<file path="src/rtl/bk_adder_pkg.sv">
// Shared types and constants for the byte-serial Brent-Kung adder controller.
package bk_adder_pkg;

  localparam int SLICE_W = 8;

  typedef enum logic [1:0] {
    IDLE = 2'd0,
    CALC = 2'd1,
    DONE = 2'd2
  } state_t;

endpackage

</file>
<file path="src/rtl/bk_adder8_core.sv">
// Combinational 8-bit Brent-Kung adder; cin is folded into bit 0 generate.
module bk_adder8_core
  import bk_adder_pkg::*;
(
  input  logic [SLICE_W-1:0] x,
  input  logic [SLICE_W-1:0] y,
  input  logic               cin,
  output logic [SLICE_W-1:0] s,
  output logic               cout
);

  logic [7:0] p, g, gc;
  logic [3:0] p1, g1;
  logic [1:0] p2, g2;
  logic [8:0] c;

  genvar gi;
  generate
    for (gi = 0; gi < 8; gi++) begin : g_pg
      assign p[gi] = x[gi] ^ y[gi];
      if (gi == 0) begin : g_b0
        assign g[gi] = (x[gi] & y[gi]) | (p[gi] & cin);
      end else begin : g_bn
        assign g[gi] = x[gi] & y[gi];
      end
    end
    for (gi = 0; gi < 4; gi++) begin : g_lvl1
      assign g1[gi] = g[2*gi+1] | (p[2*gi+1] & g[2*gi]);
      assign p1[gi] = p[2*gi+1] & p[2*gi];
    end
    for (gi = 0; gi < 2; gi++) begin : g_lvl2
      assign g2[gi] = g1[2*gi+1] | (p1[2*gi+1] & g1[2*gi]);
      assign p2[gi] = p1[2*gi+1] & p1[2*gi];
    end
  endgenerate

  // Up-sweep gives group carries at bits 1,3,7; down-sweep fills the rest.
  assign gc[0] = g[0];
  assign gc[1] = g1[0];
  assign gc[3] = g2[0];
  assign gc[7] = g2[1] | (p2[1] & g2[0]);
  assign gc[5] = g1[2] | (p1[2] & gc[3]);
  assign gc[2] = g[2] | (p[2] & gc[1]);
  assign gc[4] = g[4] | (p[4] & gc[3]);
  assign gc[6] = g[6] | (p[6] & gc[5]);

  assign c = {gc, cin};

  generate
    for (gi = 0; gi < 8; gi++) begin : g_sum
      assign s[gi] = p[gi] ^ c[gi];
    end
  endgenerate

  assign cout = c[8];

endmodule

</file>
<file path="src/rtl/bk_seq_adder32_ctrl.sv">
// Byte-serial adder: one shared 8-bit Brent-Kung slice per cycle, LSB first.
// Optional subtract mode enabled by macro BK_SEQ_ADDER_SUBTRACT_EN.
module bk_seq_adder32_ctrl
  import bk_adder_pkg::*;
#(
  parameter int NBYTES = 4
) (
  input  logic                        clk,
  input  logic                        rst,
  input  logic                        in_valid,
  output logic                        in_ready,
  input  logic [SLICE_W*NBYTES-1:0]   a,
  input  logic [SLICE_W*NBYTES-1:0]   b,
`ifdef BK_SEQ_ADDER_SUBTRACT_EN
  input  logic                        sub,
`endif
  output logic                        out_valid,
  input  logic                        out_ready,
  output logic [SLICE_W*NBYTES:0]     sum
);

  localparam int W     = SLICE_W * NBYTES;
  localparam int CNT_W = $clog2(NBYTES);
  localparam logic [CNT_W-1:0] CNT_LAST = CNT_W'(NBYTES - 1);

  state_t              state_reg;
  logic [CNT_W-1:0]    cnt_reg;
  logic                carry_reg;
  logic                in_ready_reg;
  logic                out_valid_reg;
  logic [W-1:0]        a_reg, b_reg;
  logic [W:0]          sum_reg;
  logic [SLICE_W-1:0]  x_slice, y_slice, s_slice;
  logic                cout;

`ifdef BK_SEQ_ADDER_SUBTRACT_EN
  logic sub_reg;
  assign y_slice = b_reg[cnt_reg*SLICE_W +: SLICE_W] ^ {SLICE_W{sub_reg}};
`else
  assign y_slice = b_reg[cnt_reg*SLICE_W +: SLICE_W];
`endif
  assign x_slice = a_reg[cnt_reg*SLICE_W +: SLICE_W];

  bk_adder8_core u_core (
    .x    (x_slice),
    .y    (y_slice),
    .cin  (carry_reg),
    .s    (s_slice),
    .cout (cout)
  );

  always_ff @(posedge clk) begin
    if (rst) begin
      state_reg     <= IDLE;
      cnt_reg       <= '0;
      carry_reg     <= 1'b0;
      in_ready_reg  <= 1'b1;
      out_valid_reg <= 1'b0;
      a_reg         <= '0;
      b_reg         <= '0;
      sum_reg       <= '0;
`ifdef BK_SEQ_ADDER_SUBTRACT_EN
      sub_reg       <= 1'b0;
`endif
    end else begin
      case (state_reg)
        IDLE: begin
          if (in_valid && in_ready_reg) begin
            a_reg        <= a;
            b_reg        <= b;
            cnt_reg      <= '0;
            sum_reg      <= '0;
            in_ready_reg <= 1'b0;
            state_reg    <= CALC;
`ifdef BK_SEQ_ADDER_SUBTRACT_EN
            sub_reg      <= sub;
            carry_reg    <= sub;
`else
            carry_reg    <= 1'b0;
`endif
          end
        end
        CALC: begin
          sum_reg[cnt_reg*SLICE_W +: SLICE_W] <= s_slice;
          carry_reg <= cout;
          if (cnt_reg == CNT_LAST) begin
            sum_reg[W]    <= cout;
            cnt_reg       <= '0;
            out_valid_reg <= 1'b1;
            state_reg     <= DONE;
          end else begin
            cnt_reg <= cnt_reg + CNT_W'(1);
          end
        end
        DONE: begin
          if (out_ready) begin
            out_valid_reg <= 1'b0;
            in_ready_reg  <= 1'b1;
            state_reg     <= IDLE;
          end
        end
        default: begin
          state_reg     <= IDLE;
          in_ready_reg  <= 1'b1;
          out_valid_reg <= 1'b0;
        end
      endcase
    end
  end

  assign in_ready  = in_ready_reg;
  assign out_valid = out_valid_reg;
  assign sum       = sum_reg;

endmodule

</file>
<file path="config.mk">
export PLATFORM = sky130hd
export DESIGN_NAME = bk_seq_adder32_ctrl
export DESIGN_NICKNAME = d
export VERILOG_FILES = /design/src/rtl/bk_adder_pkg.sv /design/src/rtl/bk_adder8_core.sv /design/src/rtl/bk_seq_adder32_ctrl.sv
export SDC_FILE = /design/constraint.sdc
export NUM_CORES = 1
export LEC_CHECK = 0
export CORE_MARGIN = 10
export CORE_UTILIZATION = 45
export DETAILED_ROUTE_END_ITERATION = 16
export DONT_BUFFER_PORTS = 1
export GPL_TIMING_DRIVEN = 0
export PLACE_DENSITY = 0.71
export REMOVE_ABC_BUFFERS = 1
export SYNTH_ARGS = -nofsm -noshare
export SYNTH_HDL_FRONTEND = slang
export SYNTH_SLANG_ARGS = --single-unit
</file>
<file path="constraint.sdc">
create_clock -name clk -period 3.9 [get_ports clk]
set_input_delay 0.195 -clock clk [delete_from_list [all_inputs] [get_ports clk]]
set_output_delay 0.195 -clock clk [all_outputs]
set_load 0.02 [all_outputs]
</file>
==> results_tabular.tex <==
\begin{tabular}{lr}
\hline
Metric & Value \\
\hline
\multicolumn{2}{l}{\textbf{Run status}} \\
Outcome & complete, no violations \\
\multicolumn{2}{l}{\textbf{Drt}} \\
Number of vias in the routed layout & 3646 \\
Drt via density & 5.35 \\
DRC marker count from the first detailed-route iteration & 186 \\
Per-cell routed wire length & 17.0 um \\
Drt first pass iters & 4 \\
DRC & 0 \\
Final wirelength & 11.6 mm \\
Routed Antenna Nets & 0 \\
\multicolumn{2}{l}{\textbf{Floorplanning}} \\
Height of the chip & 120 um \\
\# rows & 36 \\
X dimension of the die & 120 um \\
Core footprint & 9730 um2 \\
Count of pins on the block boundary & 103 \\
Die outline area & 14300 um2 \\
Initial core utilization & 45.8\% \\
\multicolumn{2}{l}{\textbf{Critical path}} \\
Peak per-stage delay on the critical path & 0.67 ns \\
Required time reported for the critical path endpoint & 4.22 ns \\
Levels on crit path & 11 \\
Crit path DAT & 3.75 ns \\
Sequence of cells on the critical path & mux4\_2 > fa\_1 > inv\_1 > fa\_1 > nand2b\_1 > nand2b\_1 > a21o\_1 > fa\_1 > xor2\_1 > a22oi\_1 > nor2\_1 \\
Slowest cell on crit path & sky130\_fd\_sc\_hd\_\_dfxtp\_4 \\
Endpoint kind of the worst setup timing path & register \\
Count of cells along the worst register-to-register path & 11 \\
Largest driver fanout on the critical path & 25 \\
Type of the setup path with the least slack & reg -> reg \\
CP Buf/Inv Count & 1 \\
Critical path launch point type & register \\
Cell family with most CP delay & adder cells \\
Most used cell along the critical path & sky130\_fd\_sc\_hd\_\_fa\_1 \\
\multicolumn{2}{l}{\textbf{Finish}} \\
Layout cells sized above 1 & 8.39\% \\
Number of nets in the layout & 626 \\
Antenna fix cells & 0 \\
Layout-stage area growth over the synthesis result & 21.2\% \\
Final Instance Area & 5410 um2 \\
Utilization of the core after routing & 55.6\% \\
Area of the multi-input gates & 2160 um2 \\
Flip-flop count of the largest register after layout & 33 \\
Most frequent cells in the layout & sky130\_fd\_sc\_hd\_\_nand2\_1, sky130\_fd\_sc\_hd\_\_dfxtp\_1, sky130\_fd\_sc\_hd\_\_a21oi\_1 \\
Most common cell after layout, fill and taps aside & sky130\_fd\_sc\_hd\_\_nand2\_1 \\
Storage cell area & 2090 um2 \\
Number of fill cells & 884 \\
\multicolumn{2}{l}{\textbf{Global route}} \\
Maximum number of pins on one net before global-route repair & 104 \\
First-pass GRT wire length & 19.3 mm \\
Global-route usage over all layers & 16.3\% \\
Number of antenna violations at the first check in global routing & 0 \\
Number of global-route vias before repair & 3753 \\
Aggregate global routing overflow & 0 \\
\multicolumn{2}{l}{\textbf{Clock network}} \\
Post-CTS setup-driven buffer insertion count & 0 \\
Maximum buffer depth of the clock tree & 2 \\
Skew-Pair Late Insertion Delay & 0.37 ns \\
CTS clk-pin slew, worst paths & 0.10 ns \\
Number of buffers created by CTS & 9 \\
Sinks on Clock Net & 104 \\
Clk root buf & sky130\_fd\_sc\_hd\_\_clkbuf\_8 \\
Htree depth & 3 \\
CTS tree & built \\
\multicolumn{2}{l}{\textbf{Power}} \\
Peak supply drop & 0.237 mV \\
Power density of the placed cells & 394 nW/um2 \\
Static Leakage & 1.98 nW \\
\multicolumn{2}{l}{\textbf{Yosys}} \\
Per-instance average area after synthesis & 9.03 um2 \\
Gate count after technology mapping & 494 \\
Warnings, synthesis & 0 \\
Sequential share of the synthesized area & 46.7\% \\
Number of distinct library cells after synthesis & 40 \\
Total standard cell area after synthesis & 4460 um2 \\
Number of flip-flops and latches in the synthesized netlist & 104 \\
\multicolumn{2}{l}{\textbf{Placement}} \\
Detail Placement HPWL & 7.64 mm \\
Placed Instance Area & 4530 um2 \\
Quantity of I/O buffers inserted on ports & 0 \\
Weighted congestion at the end of routability-driven global placement & 0.807 \\
\multicolumn{2}{l}{\textbf{Timing}} \\
Fin crit period & 3.43 ns \\
Max\_slew headroom & 37.7\% \\
Fin. max-slew vios & 0 \\
Worst clock skew on the final layout & 0.00930 ns \\
Final-report hold violation count & 0 \\
Final critical-path share of the clock period & 88.0\% \\
Worst-Margin Slew & 0.933 ns \\
RSZ-0062 raised after global routing & false \\
Max Freq & 291 MHz \\
Final setup violation count & 0 \\
\multicolumn{2}{l}{\textbf{Min path}} \\
Worst min-delay path class & in -> reg \\
Cell depth of the worst min-delay path & 3 \\
\multicolumn{2}{l}{\textbf{Run}} \\
Max cap viols & 0 \\
\hline
\end{tabular}
==> cell usage after synthesis (all sizes together) <==
cell type | n | share of area [%]
nor4bb | 1 | 0.22
nand3 | 1 | 0.11
o21ai | 2 | 0.22
dfxtp | 104 | 47
o22ai | 1 | 0.14
mux4 | 16 | 8.1
nor3 | 2 | 0.34
nand2 | 131 | 11
ha | 10 | 2.8
a21o | 2 | 0.34
and3 | 2 | 0.28
o21bai | 1 | 0.17
xnor2 | 1 | 0.20
nand2b | 6 | 0.84
and2 | 1 | 0.14
inv | 11 | 0.93
and4bb | 1 | 0.28
buf | 19 | 3.0
xor2 | 2 | 0.39
nor3b | 1 | 0.17
a22oi | 33 | 5.6
nand3b | 1 | 0.17
nor2 | 41 | 3.5
fa | 5 | 2.2
nor4b | 2 | 0.73
a32oi | 1 | 0.20
nand4b | 1 | 0.20
a21oi | 73 | 8.4
a211oi | 2 | 0.34
nor2b | 1 | 0.14
o311ai | 1 | 0.20
o211ai | 3 | 0.73
clkbuf | 15 | 1.3
==> stage by stage <==
step	setup TNS, ns	power, W	instances	hold WS (ns)	setup WS [ns]
after floorplan	-214.06	0.00137	460	0.264	-2.70
after global placement	-446.82	0.00144	593	0.276	-5.41
after detailed placement	0	0.00145	598	0.278	0.119
after CTS	0	0.00215	681	0.0798	0.0978
after global routing	0	0.00224	681	0.0864	0.172
final	0	0.00213	681	0.0775	0.469
==> power by group <==
part / total, W / internal (W) / switching, W
sequential: 0.00116 / 0.00111 / 0.0000500
clock: 0.000628 / 0.000256 / 0.000373
combinational: 0.000339 / 0.000158 / 0.000181
total: 0.00213 / 0.00153 / 0.000603
==> logic make-up (layout without fill, tap and decap cells) <==
logic type               Yosys count  count (layout)  share of synthesized area (%)
adder cells (fa/ha/maj)           15              15                           5.05
multiplexers                      16              16                           8.08
XOR/XNOR                           3               3                          0.589
AO/OA/AOI/OAI                    119             119                           16.2
AND/OR/NAND/NOR                  192             192                           18.1
flip-flops                       104             104                           46.7
buffers and inverters             45              99                           5.25
==> area by class of cell <==
type / count / share of cell area [%]
multi-input combinational: 345 / 39.9
sequential: 104 / 38.6
timing repair buffer: 72 / 14.3
tap: 133 / 3.08
clock buffer: 11 / 2.62
inverter: 11 / 0.764
clock inverter: 5 / 0.718
==> routing by layer <==
metal / vias to the layer above / share of wire (%) / GRT usage [%] / wire length [um]
met5: - / 0 / 0 / 0
met4: 0 / 0.92 / 3.70 / 106
met3: 10 / 11 / 6.94 / 1230
met2: 118 / 48 / 27.6 / 5560
met1: 1730 / 40 / 18.8 / 4660
li1: 1788 / - / - / -
==> final timing paths <==
kind | from | end | slack [ns]
max | cnt_reg[0] | sum[13] | 0.47
min | out_ready | out_valid | 0.08
max reg2reg | cnt_reg[0] | sum[13] | 0.47
min reg2reg | b_reg[9] | b_reg[9] | 0.46
==> what timing repair did <==
action / CTS / global route
hold buffers: 67 / 0
endpoints found under the hold margin: 103 / 0
setup endpoints to repair: 0 / 8
resized for setup: 0 / 2
==> tightest hold or removal path: cells and delay by family <==
kind	cells	cell delay (ns)
AOI/OAI and AO/OA	1	0.14
and+or+nand+nor	2	0.08
No activity file was read; power rests on OpenSTA's default activity.
